`config.mk`:
```
export PLATFORM = sky130hd
export DESIGN_NAME = atom_keyboard_flat
export DESIGN_NICKNAME = d
export VERILOG_FILES = /design/src/rtl/atom_kbd_pkg.sv /design/src/rtl/atom_keyboard_if.sv /design/src/rtl/atom_keymap.sv /design/src/rtl/atom_keyboard.sv /design/src/flat_wrapper.sv
export SDC_FILE = /design/constraint.sdc
export NUM_CORES = 1
export LEC_CHECK = 0
export CAP_MARGIN = 5
export CORE_MARGIN = 3
export CORE_UTILIZATION = 60
export CTS_CLUSTER_DIAMETER = 60
export DETAILED_ROUTE_END_ITERATION = 7
export PLACE_DENSITY = 0.79
export SKIP_LAST_GASP = 1
export SYNTH_ARGS = -nofsm -noshare
export SYNTH_HDL_FRONTEND = slang
export SYNTH_SLANG_ARGS = --single-unit
```
`constraint.sdc`:
```
create_clock -name clk -period 4.5 [get_ports clk]
set_clock_uncertainty 0.1 [all_clocks]
set_input_delay 1.125 -clock clk [delete_from_list [all_inputs] [get_ports clk]]
set_output_delay 1.125 -clock clk [all_outputs]
set_load 0.05 [all_outputs]
```
`src/rtl/atom_kbd_pkg.sv`:
```
// Shared constants, state encodings and helpers for the Atom PS/2 keyboard responder.
// Optional build macro used by this slice: ATOM_KBD_BREAK_EN.
package atom_kbd_pkg;

  localparam int ROWS = 10;
  localparam int COLS = 6;

  localparam logic [7:0] SC_RELEASE = 8'hF0;
  localparam logic [7:0] SC_EXT     = 8'hE0;
  localparam logic [7:0] SC_PAUSE   = 8'hE1;
  localparam logic [7:0] SC_LSHIFT  = 8'h12;
  localparam logic [7:0] SC_RSHIFT  = 8'h59;
  localparam logic [7:0] SC_CTRL    = 8'h14;
  localparam logic [7:0] SC_ALT     = 8'h11;
  localparam logic [7:0] SC_F10     = 8'h09;

  typedef enum logic [1:0] {
    ST_IDLE,
    ST_DATA,
    ST_PARITY,
    ST_STOP
  } frame_state_t;

  typedef enum logic [1:0] {
    MOD_NONE,
    MOD_SHIFT,
    MOD_CTRL,
    MOD_REPT
  } mod_sel_t;

  function automatic logic odd_parity(input logic [8:0] bits);
    return ^bits;
  endfunction

  function automatic logic [6:0] rc(input int r, input int c);
    return {4'(r), 3'(c)};
  endfunction

endpackage

```
`src/rtl/atom_keyboard_if.sv`:
```
// PIA-side keyboard bus: row select from PA, column return and modifiers to PB, scan strobe.
// break_n exists only when ATOM_KBD_BREAK_EN is defined.
interface atom_keyboard_if;
  import atom_kbd_pkg::*;

  logic [3:0]      row;
  logic [COLS-1:0] keyout;
  logic            shift_n;
  logic            ctrl_n;
  logic            rept_n;
  logic            scan_valid;
  logic [7:0]      scan_code;
`ifdef ATOM_KBD_BREAK_EN
  logic            break_n;

  modport master (output row, input keyout, shift_n, ctrl_n, rept_n, scan_valid, scan_code, break_n);
  modport slave  (input row, output keyout, shift_n, ctrl_n, rept_n, scan_valid, scan_code, break_n);
`else
  modport master (output row, input keyout, shift_n, ctrl_n, rept_n, scan_valid, scan_code);
  modport slave  (input row, output keyout, shift_n, ctrl_n, rept_n, scan_valid, scan_code);
`endif

endinterface

```
`src/rtl/atom_keymap.sv`:
```
// PS/2 set-2 scancode to Atom matrix position / modifier lookup, keyed on {extended, code}.
// F10 (09) is deliberately absent; the top handles it only when ATOM_KBD_BREAK_EN is defined.
module atom_keymap
  import atom_kbd_pkg::*;
(
  input  logic [8:0] code,
  output logic       hit,
  output logic [3:0] row,
  output logic [2:0] col,
  output mod_sel_t   mod_sel
);

  always_comb begin
    hit        = 1'b1;
    {row, col} = 7'h00;
    mod_sel    = MOD_NONE;
    case (code)
      {1'b0, SC_LSHIFT}, {1'b0, SC_RSHIFT}: mod_sel = MOD_SHIFT;
      {1'b0, SC_CTRL},   {1'b1, SC_CTRL}:   mod_sel = MOD_CTRL;
      {1'b0, SC_ALT}:                       mod_sel = MOD_REPT;
      // column 5
      9'h01C: {row, col} = rc(3, 5);   9'h032: {row, col} = rc(4, 5);
      9'h021: {row, col} = rc(5, 5);   9'h023: {row, col} = rc(6, 5);
      9'h024: {row, col} = rc(7, 5);   9'h02B: {row, col} = rc(8, 5);
      9'h034: {row, col} = rc(9, 5);
      // column 4
      9'h033: {row, col} = rc(0, 4);   9'h043: {row, col} = rc(1, 4);
      9'h03B: {row, col} = rc(2, 4);   9'h042: {row, col} = rc(3, 4);
      9'h04B: {row, col} = rc(4, 4);   9'h03A: {row, col} = rc(5, 4);
      9'h031: {row, col} = rc(6, 4);   9'h044: {row, col} = rc(7, 4);
      9'h04D: {row, col} = rc(8, 4);   9'h015: {row, col} = rc(9, 4);
      // column 3
      9'h02D: {row, col} = rc(0, 3);   9'h01B: {row, col} = rc(1, 3);
      9'h02C: {row, col} = rc(2, 3);   9'h03C: {row, col} = rc(3, 3);
      9'h02A: {row, col} = rc(4, 3);   9'h01D: {row, col} = rc(5, 3);
      9'h022: {row, col} = rc(6, 3);   9'h035: {row, col} = rc(7, 3);
      9'h01A: {row, col} = rc(8, 3);   9'h054: {row, col} = rc(9, 3);
      // column 2, including cursor up/down
      9'h045: {row, col} = rc(0, 2);   9'h016: {row, col} = rc(1, 2);
      9'h01E: {row, col} = rc(2, 2);   9'h026: {row, col} = rc(3, 2);
      9'h025: {row, col} = rc(4, 2);   9'h175: {row, col} = rc(5, 2);
      9'h172: {row, col} = rc(6, 2);   9'h02E: {row, col} = rc(7, 2);
      9'h036: {row, col} = rc(8, 2);   9'h03D: {row, col} = rc(9, 2);
      // column 1, including cursor left/right
      9'h03E: {row, col} = rc(0, 1);   9'h046: {row, col} = rc(1, 1);
      9'h04E: {row, col} = rc(2, 1);   9'h04C: {row, col} = rc(3, 1);
      9'h066: {row, col} = rc(4, 1);   9'h16B: {row, col} = rc(5, 1);
      9'h05A: {row, col} = rc(6, 1);   9'h174: {row, col} = rc(7, 1);
      9'h041: {row, col} = rc(8, 1);   9'h049: {row, col} = rc(9, 1);
      // column 0, space on row 9
      9'h076: {row, col} = rc(0, 0);   9'h04A: {row, col} = rc(1, 0);
      9'h05B: {row, col} = rc(2, 0);   9'h052: {row, col} = rc(3, 0);
      9'h055: {row, col} = rc(4, 0);   9'h05D: {row, col} = rc(5, 0);
      9'h171: {row, col} = rc(6, 0);   9'h00D: {row, col} = rc(7, 0);
      9'h00E: {row, col} = rc(8, 0);   9'h029: {row, col} = rc(9, 0);
      default: hit = 1'b0;
    endcase
  end

endmodule

```
`src/rtl/atom_keyboard.sv`:
```
// PS/2 receiver, scancode decoder and 10x6 key matrix answering the Atom PIA row scan.
// Define ATOM_KBD_BREAK_EN to add kbd.break_n, held low while F10 is down.
//
// state     | meaning
// ST_IDLE   | waiting for a start bit (data=0 at a filtered clock fall)
// ST_DATA   | shifting in 8 data bits, LSB first
// ST_PARITY | capturing the parity bit
// ST_STOP   | checking stop bit and odd parity, then back to idle
module atom_keyboard
  import atom_kbd_pkg::*;
#(
  parameter int CLKSPEED = 25_000_000,
  parameter int FILTER   = 8,
  parameter int TIMEOUT  = CLKSPEED / 5000
) (
  input  logic           clk,
  input  logic           reset_n,
  input  logic           ps2_clk,
  input  logic           ps2_data,
  atom_keyboard_if.slave kbd
);

  localparam int FW = $clog2(FILTER + 1);
  localparam int TW = $clog2(TIMEOUT + 1);

  logic [1:0]    clk_sync, data_sync;
  logic          clk_filt;
  logic [FW-1:0] filt_cnt;
  logic          sample_evt;
  logic          data_s;

  frame_state_t  state, state_nx;
  logic [2:0]    bit_cnt, bit_cnt_nx;
  logic [7:0]    shreg, shreg_nx;
  logic          par, par_nx;
  logic [TW-1:0] tmo_cnt;
  logic          timeout;
  logic          byte_ok;

  logic          scan_valid;
  logic [7:0]    scan_code;

  logic                 rel_flag, ext_flag;
  logic [2:0]           pause_cnt;
  logic [ROWS-1:0][COLS-1:0] matrix;
  logic [1:0]           shift_held;
  logic [1:0]           ctrl_held;
  logic                 alt_held;
  logic                 km_hit;
  logic [3:0]           km_row;
  logic [2:0]           km_col;
  mod_sel_t             km_mod;

  always_ff @(posedge clk or negedge reset_n) begin
    if (!reset_n) begin
      clk_sync  <= 2'b11;
      data_sync <= 2'b11;
    end else begin
      clk_sync  <= {clk_sync[0], ps2_clk};
      data_sync <= {data_sync[0], ps2_data};
    end
  end

  assign data_s = data_sync[1];

  // Level flips only after FILTER consecutive samples disagree with it.
  always_ff @(posedge clk or negedge reset_n) begin
    if (!reset_n) begin
      clk_filt <= 1'b1;
      filt_cnt <= FW'(FILTER - 1);
    end else if (clk_sync[1] == clk_filt) begin
      filt_cnt <= FW'(FILTER - 1);
    end else if (filt_cnt == '0) begin
      clk_filt <= clk_sync[1];
      filt_cnt <= FW'(FILTER - 1);
    end else begin
      filt_cnt <= filt_cnt - 1'b1;
    end
  end

  assign sample_evt = clk_filt && !clk_sync[1] && (filt_cnt == '0);

  always_ff @(posedge clk or negedge reset_n) begin
    if (!reset_n) begin
      tmo_cnt <= TW'(TIMEOUT - 1);
    end else if (state == ST_IDLE || sample_evt) begin
      tmo_cnt <= TW'(TIMEOUT - 1);
    end else if (tmo_cnt != '0) begin
      tmo_cnt <= tmo_cnt - 1'b1;
    end
  end

  assign timeout = (state != ST_IDLE) && (tmo_cnt == '0);

  always_ff @(posedge clk or negedge reset_n) begin
    if (!reset_n) begin
      state   <= ST_IDLE;
      bit_cnt <= '0;
      shreg   <= '0;
      par     <= 1'b0;
    end else begin
      state   <= state_nx;
      bit_cnt <= bit_cnt_nx;
      shreg   <= shreg_nx;
      par     <= par_nx;
    end
  end

  always_comb begin
    state_nx   = state;
    bit_cnt_nx = bit_cnt;
    shreg_nx   = shreg;
    par_nx     = par;
    byte_ok    = 1'b0;
    if (sample_evt) begin
      case (state)
        ST_IDLE: begin
          if (!data_s) begin
            state_nx   = ST_DATA;
            bit_cnt_nx = '0;
          end
        end
        ST_DATA: begin
          shreg_nx   = {data_s, shreg[7:1]};
          bit_cnt_nx = bit_cnt + 1'b1;
          if (bit_cnt == 3'd7) state_nx = ST_PARITY;
        end
        ST_PARITY: begin
          par_nx   = data_s;
          state_nx = ST_STOP;
        end
        ST_STOP: begin
          byte_ok  = data_s && odd_parity({par, shreg});
          state_nx = ST_IDLE;
        end
        default: state_nx = ST_IDLE;
      endcase
    end else if (timeout) begin
      state_nx = ST_IDLE;
    end
  end

  always_ff @(posedge clk or negedge reset_n) begin
    if (!reset_n) begin
      scan_valid <= 1'b0;
      scan_code  <= 8'h00;
    end else begin
      scan_valid <= byte_ok;
      if (byte_ok) scan_code <= shreg;
    end
  end

  atom_keymap u_keymap (
    .code    ({ext_flag, scan_code}),
    .hit     (km_hit),
    .row     (km_row),
    .col     (km_col),
    .mod_sel (km_mod)
  );

`ifdef ATOM_KBD_BREAK_EN
  logic break_held;
`endif

  // Decoding runs in the scan_valid cycle, so the matrix changes one cycle later.
  always_ff @(posedge clk or negedge reset_n) begin
    if (!reset_n) begin
      rel_flag   <= 1'b0;
      ext_flag   <= 1'b0;
      pause_cnt  <= '0;
      matrix     <= '0;
      shift_held <= '0;
      ctrl_held  <= '0;
      alt_held   <= 1'b0;
`ifdef ATOM_KBD_BREAK_EN
      break_held <= 1'b0;
`endif
    end else if (scan_valid) begin
      if (pause_cnt != '0) begin
        pause_cnt <= pause_cnt - 1'b1;
      end else if (scan_code == SC_RELEASE) begin
        rel_flag <= 1'b1;
      end else if (scan_code == SC_EXT) begin
        ext_flag <= 1'b1;
      end else if (scan_code == SC_PAUSE) begin
        pause_cnt <= 3'd7;
        rel_flag  <= 1'b0;
        ext_flag  <= 1'b0;
      end else begin
        rel_flag <= 1'b0;
        ext_flag <= 1'b0;
        if (km_hit) begin
          case (km_mod)
            MOD_SHIFT: shift_held[scan_code == SC_RSHIFT] <= !rel_flag;
            MOD_CTRL:  ctrl_held[ext_flag] <= !rel_flag;
            MOD_REPT:  alt_held <= !rel_flag;
            default: begin
              if (km_row < 4'(ROWS) && km_col < 3'(COLS))
                matrix[km_row][km_col] <= !rel_flag;
            end
          endcase
        end
`ifdef ATOM_KBD_BREAK_EN
        if (scan_code == SC_F10 && !ext_flag) break_held <= !rel_flag;
`endif
      end
    end
  end

  assign kbd.keyout     = (kbd.row < 4'(ROWS)) ? ~matrix[kbd.row] : {COLS{1'b1}};
  assign kbd.shift_n    = ~|shift_held;
  assign kbd.ctrl_n     = ~|ctrl_held;
  assign kbd.rept_n     = ~alt_held;
  assign kbd.scan_valid = scan_valid;
  assign kbd.scan_code  = scan_code;
`ifdef ATOM_KBD_BREAK_EN
  assign kbd.break_n    = ~break_held;
`endif

endmodule

```
`src/flat_wrapper.sv`:
```
// flat-port wrapper written by rule: the top's interface ports become plain ports
module atom_keyboard_flat import atom_kbd_pkg::*;
#(
  parameter int CLKSPEED = 25_000_000,
  parameter int FILTER   = 8,
  parameter int TIMEOUT  = CLKSPEED / 5000
)
  (clk, reset_n, ps2_clk, ps2_data, kbd_row, kbd_keyout, kbd_shift_n, kbd_ctrl_n, kbd_rept_n, kbd_scan_valid, kbd_scan_code);
  atom_keyboard_if kbd_i ();
  input  logic clk;
  input  logic reset_n;
  input  logic ps2_clk;
  input  logic ps2_data;
  input wire logic [$bits(kbd_i.row)-1:0] kbd_row;
  output wire logic [$bits(kbd_i.keyout)-1:0] kbd_keyout;
  output wire logic [$bits(kbd_i.shift_n)-1:0] kbd_shift_n;
  output wire logic [$bits(kbd_i.ctrl_n)-1:0] kbd_ctrl_n;
  output wire logic [$bits(kbd_i.rept_n)-1:0] kbd_rept_n;
  output wire logic [$bits(kbd_i.scan_valid)-1:0] kbd_scan_valid;
  output wire logic [$bits(kbd_i.scan_code)-1:0] kbd_scan_code;
  assign kbd_i.row = kbd_row;
  assign kbd_keyout = kbd_i.keyout;
  assign kbd_shift_n = kbd_i.shift_n;
  assign kbd_ctrl_n = kbd_i.ctrl_n;
  assign kbd_rept_n = kbd_i.rept_n;
  assign kbd_scan_valid = kbd_i.scan_valid;
  assign kbd_scan_code = kbd_i.scan_code;
  atom_keyboard #(.CLKSPEED(CLKSPEED), .FILTER(FILTER), .TIMEOUT(TIMEOUT)) u_core (.clk(clk), .reset_n(reset_n), .ps2_clk(ps2_clk), .ps2_data(ps2_data), .kbd(kbd_i));
endmodule
```
==> metrics.cfg, run 1 <==
[placed_design]
place.gp.congestion = 0.975
io_buffers = 25
place_inst = 813
dp_hpwl_um = 12000

[setup_path]
worst-path-max-fanout = 13
rrSetupSlack_ns = 0.86
crit_arrival_ns = 3.03
required_ns = 3.27
path_cells = clkdlybuf4s50_1 -> mux4_2 -> a221oi_1 -> a21o_1 -> buf_12
end_kind = primary output
max_stage_delay_ns = 0.87
worstSetupStartpointType = primary input
cp_slowest_cell = clkdlybuf4s50_1
path_class = primary input to primary output

[grt]
gr-total-overflow = 0
grt_max_degree = 72
antenna_found_initial = 0
use_met1_pct = 39.7
grtUsageMet3_pct = 8.49
grt_pass1_wl_um = 29700
grt_pass1_vias = 5654
grtUsageMet2_pct = 44.2
grt_usage_pct = 29.4
top_usage_layer = met2

[floorplan]
core_area_mm2 = 0.0111
die_x_um = 114
initial_core_util_pct = 62.9
rows = 38
die_area_mm2 = 0.0130
io_pins = 26
die_h_um = 114

[synthesis]
synth_top_family_by_area = compound AO/OA/AOI/OAI gates
synth_seq_cells = 115
synth_flop_cell = dfrtp_1
avgSynthCellArea_um2 = 10.1
ys_seq_area_share_pct = 41.4
syn_area_mm2 = 0.00700
synth_xor_area_share_pct = 2.63
synthAdderAreaFrac_pct = 1.97
yosys.cell_types.count = 88
synthMuxAreaShare_pct = 8.85
synth-compound-area-share_pct = 20.2
synth-simple-area-share_pct = 18.9
synthesis.nets = 711
yosys_warnings = 0
synth-edff-count = 0
async_flop_share_pct = 100
syn_inst = 692

[clocking]
post_cts.repair.setup_buffers = 0
hold_buffers = 0
numCtsBuffers = 17
clockBufferDepth = 2
cts_tree = built
post_cts_resized = 0
clkSinkCount = 115
cts_root_buf = clkbuf_16
path_clk_slew_ns = 0.06
htreeDepth = 4
clk_latency_ns = 0.43

[finish]
area_delta_synth_final_pct = 12.2
finalNetCount = 711
nFillCells = 849
register_area_mm2 = 0.00290
fin_cells = 845
antenna_cells = 0
layout_commonest_cell = dfrtp_1
multi_input_area_mm2 = 0.00367
layout-drive-gt1-share_pct = 19.1
layout_common_cells = dfrtp_1 (99), a21oi_1 (43), nor2_1 (42)
utilization_pct = 70.6

[sta]
worst_pin_slew_ns = 1.02
fmax_mhz = 235
min_period_over_period_pct = 94.6
drv_slew = 0
finalSetupTns_ns = 0
fin_crit_ns = 4.26
hold_viol = 0
finalSetupViolCount = 0
grt_setup_unrepaired = false
max_slew_margin_pct = 32.1

[drt]
wl_per_cell_um = 21.1
drt_iter0_drc = 531
drcViolationCount = 0
viasPerCell = 6.72
drtPass1Iterations = 5
finalWirelength_um = 17900
vias = 5682
drtAntennaViolNets = 0

[hold_path]
hold_class = flip-flop to flip-flop

[flow_run]
cap_violations = 0

[pwr]
powerDensity_mw_per_mm2 = 318
ir_drop_mv = 0.385
power.total_mw = 2.50
p_leak_nw = 3.31

[outcome]
status = finished clean

## kinds of logic after synthesis
group           Yosys count
buf+inv                  82
simple gates            217
xor+xnor                 21
compound gates          202
mux                      44
flops                   115
fa+ha+maj                11
## final cells by class
| class | count | area share [%] |
|---|---|---|
| clock buffers | 20 | 5.82 |
| clock inverters | 12 | 1.69 |
| inverters | 24 | 1.15 |
| multi-input cells | 495 | 46.8 |
| flip-flops and latches | 115 | 36.9 |
| well taps | 140 | 2.23 |
| repair buffers | 39 | 5.42 |
## registers in the layout (all words and copies together) (netlist names), 3 cells and up
register / cells
u_core.matrix: 60
u_core.tmo_cnt: 13
u_core.kbd.scan_code: 8
u_core.shreg: 8
u_core.filt_cnt: 4
u_core.bit_cnt: 3
u_core.pause_cnt: 3
## cells in the mapped netlist (all sizes together) (3+ instances only)
cell type | count | area, um^2
nand3b | 7 | 56.3
nor4 | 9 | 71.3
a41oi | 8 | 77.6
nor3b | 13 | 123
and3 | 4 | 25.0
nand2 | 41 | 154
or3 | 7 | 43.8
and4b | 3 | 30.0
buf | 33 | 244
or2 | 3 | 18.8
o21ai | 34 | 170
nor2 | 48 | 205
clkbuf | 25 | 96.3
nand2b | 14 | 87.6
ha | 11 | 138
xor2 | 10 | 87.6
a31oi | 31 | 194
a21o | 7 | 52.6
a21oi | 44 | 224
nand3 | 7 | 35.0
nor3 | 21 | 120
xnor2 | 11 | 96.3
o211a | 4 | 40.0
dfstp | 15 | 394
mux2i | 9 | 90.1
mux4 | 12 | 270
a22oi | 6 | 50.1
nor4b | 4 | 41.3
dfrtp | 100 | 2500
or4b | 4 | 43.8
a221oi | 9 | 78.8
a211oi | 3 | 35.0
nor2b | 8 | 50.1
a2bb2oi | 3 | 26.3
o22ai | 4 | 25.0
a32o | 3 | 30.0
mux2 | 23 | 259
o31ai | 20 | 164
or3b | 4 | 35.0
a32oi | 3 | 26.3
nor4bb | 4 | 46.3
o41ai | 4 | 35.0
inv | 24 | 90.1
nand4 | 6 | 37.5
o221ai | 3 | 26.3
## report_power, final
part	switching [mW]	internal (mW)
Combinational	0.0610	0.0396
Sequential	0.00843	1.06
Clock	0.490	0.841
## critical path, delay by kind of cell
family                 cells  cell delay [ns]
AO/OA/AOI/OAI              2             0.47
buffers and inverters      2             1.02
multiplexers               1             0.42
## stage by stage
stage	setup slack, ns	hold WS (ns)	cell area [um^2]
floorplan	0.245	0.245	7000
global placement	0.332	0.248	7260
detailed placement	0.256	0.249	7260
CTS	0.257	0.258	7850
global route	0.174	0.263	7850
finish	0.241	0.257	7850
## layer usage
| layer | wire (um) | part of all wire [%] | up-vias |
|---|---|---|---|
| met5 | 0 | 0 | - |
| met4 | 477 | 2.7 | 0 |
| met3 | 1280 | 7.2 | 42 |
| met2 | 8480 | 47 | 232 |
| met1 | 7630 | 43 | 2794 |
| li1 | - | - | 2614 |
## final timing paths
| check | startpoint | to | depth (start not counted) |
|---|---|---|---|
| max | kbd_row[1] | kbd_keyout[0] | 5 |
| min | u_core.data_sync[0] | u_core.data_sync[1] | 0 |
| max reg2reg | u_core.kbd.scan_code[3] | u_core.matrix[0] | 7 |
| min reg2reg | u_core.data_sync[0] | u_core.data_sync[1] | 0 |
| max in group asynchronous | reset_n | u_core.matrix[54] | 2 |
| min in group asynchronous | reset_n | u_core.matrix[52] | 1 |
No activity file was read; power rests on OpenSTA's default activity.
==> run 2: changes to the inputs <==
- clock period: 4.5 -> 4.6 ns (I/O delays scaled with it)
==> metrics.cfg, run 2 (same netlist as run 1, synthesis figures left out) <==
[sta]
grt_setup_unrepaired = false
whs_ns = 0.256
min_period_over_period_pct = 94.6
worst_pin_slew_ns = 1.09
layout_setup_ws_ns = 0.249
drv_slew = 0
fmax_mhz = 230
max_slew_margin_pct = 27.1
finalSetupViolCount = 0
hold_viol = 0
fin_crit_ns = 4.35
finalSetupTns_ns = 0

[placed_design]
pre_cts_ws_ns = 0.299
io_buffers = 25
place.gp.congestion = 0.980
place_inst = 809
dp_hpwl_um = 11900

[finish]
area_delta_synth_final_pct = 11.7
fin_cells = 841
finalNetCount = 707
multi_input_area_mm2 = 0.00367
max_flop_register = u_core.matrix
nFillCells = 823
layout_common_cells = dfrtp_1 (99), a21oi_1 (43), nor2_1 (42)
top_regs = u_core.matrix (60), u_core.tmo_cnt (13)
largest_reg_flops = 60
layout_commonest_cell = dfrtp_1
register_area_mm2 = 0.00290
antenna_cells = 0
layout-drive-gt1-share_pct = 18.7

[floorplan]
io_pins = 26
die_h_um = 114
initial_core_util_pct = 62.9
die_x_um = 114
rows = 38
core_area_mm2 = 0.0111
die_area_mm2 = 0.0130

[grt]
gr-total-overflow = 0
grt_pass1_wl_um = 29100
grt_pass1_vias = 5426
grt_max_degree = 69
antenna_found_initial = 0
grt_usage_pct = 28.8

[drt]
drcViolationCount = 0
viasPerCell = 6.82
vias = 5732
drtAntennaViolNets = 0
wl_per_cell_um = 21.2
drtPass1Iterations = 5
finalWirelength_um = 17800
drt_iter0_drc = 542

[setup_path]
end_kind = primary output
worstSetupStartpointType = primary input
crit_arrival_ns = 3.10
rr_startpoint = u_core.kbd.scan_code[3]
reg2reg_to = u_core.matrix[32]
rrSetupSlack_ns = 0.83
worst-path-max-fanout = 13
reg2reg_depth = 7
worstSetupStartpoint = kbd_row[1]
path_class = primary input to primary output
required_ns = 3.35

[clocking]
htreeDepth = 4
clkSinkCount = 115
hold_buffers = 0
post_cts_resized = 0
path_clk_slew_ns = 0.05
post_cts.repair.setup_buffers = 0
numCtsBuffers = 17
cts_root_buf = clkbuf_16
clk_latency_ns = 0.43
clockBufferDepth = 2
cts_tree = built

[pwr]
p_leak_nw = 3.29
ir_drop_mv = 0.517
powerDensity_mw_per_mm2 = 312
power.total_mw = 2.44

[hold_path]
hold_class = flip-flop to flip-flop
hold_path_depth = 0
hold_start = u_core.data_sync[0]
worstHoldEndpoint = u_core.data_sync[1]

[flow_run]
cap_violations = 0

[outcome]
status = finished clean

-- run 2: layout make-up --
| cell class | instances | area share, % |
|---|---|---|
| sequential | 115 | 37.1 |
| timing repair buffer | 35 | 5.06 |
| tap | 140 | 2.24 |
| clock buffer | 20 | 5.84 |
| clock inverter | 12 | 1.66 |
| inverter | 24 | 1.15 |
| multi-input combinational | 495 | 47.0 |
-- run 2: layer usage --
layer	global-route usage, %	up-vias	routed length, um
met3	7.06	41	1240
met2	44.1	283	8490
met4	13.0	0	484
li1	-	2610	-
met1	38.9	2798	7590
met5	0	-	0
-- run 2: per-stage QoR --
stage	util (%)	cell area, um^2
2_1_floorplan	-	7000
3_3_place_gp	65.0	7230
3_5_place_dp	65.0	7230
4_1_cts	70.3	7820
5_1_grt	70.3	7820
6_report	70.3	7820
-- run 2: critical path, stage by stage --
cell             delay, ns
clkdlybuf4s50_1       0.88
mux4_2                0.41
a221oi_1              0.34
a21o_1                0.17
buf_12                0.14
-- run 2: worst max-delay path by stage --
| stage | depth (start not counted) | slack, ns | end |
|---|---|---|---|
| after global placement | 6 | 0.37 | kbd_keyout[3] |
| after CTS | 5 | 0.29 | kbd_keyout[3] |
| after global routing | 5 | 0.15 | kbd_keyout[4] |
| after floorplan | 5 | 0.30 | kbd_keyout[2] |
| final | 5 | 0.25 | kbd_keyout[2] |
| after detailed placement | 5 | 0.30 | kbd_keyout[3] |
-- run 2: power by group --
part,leakage [nW],switching [mW],internal [mW]
combinational,1.45,0.0612,0.0389
sequential,1.55,0.00776,1.03
clock,0.287,0.475,0.824
total,3.29,0.544,1.90
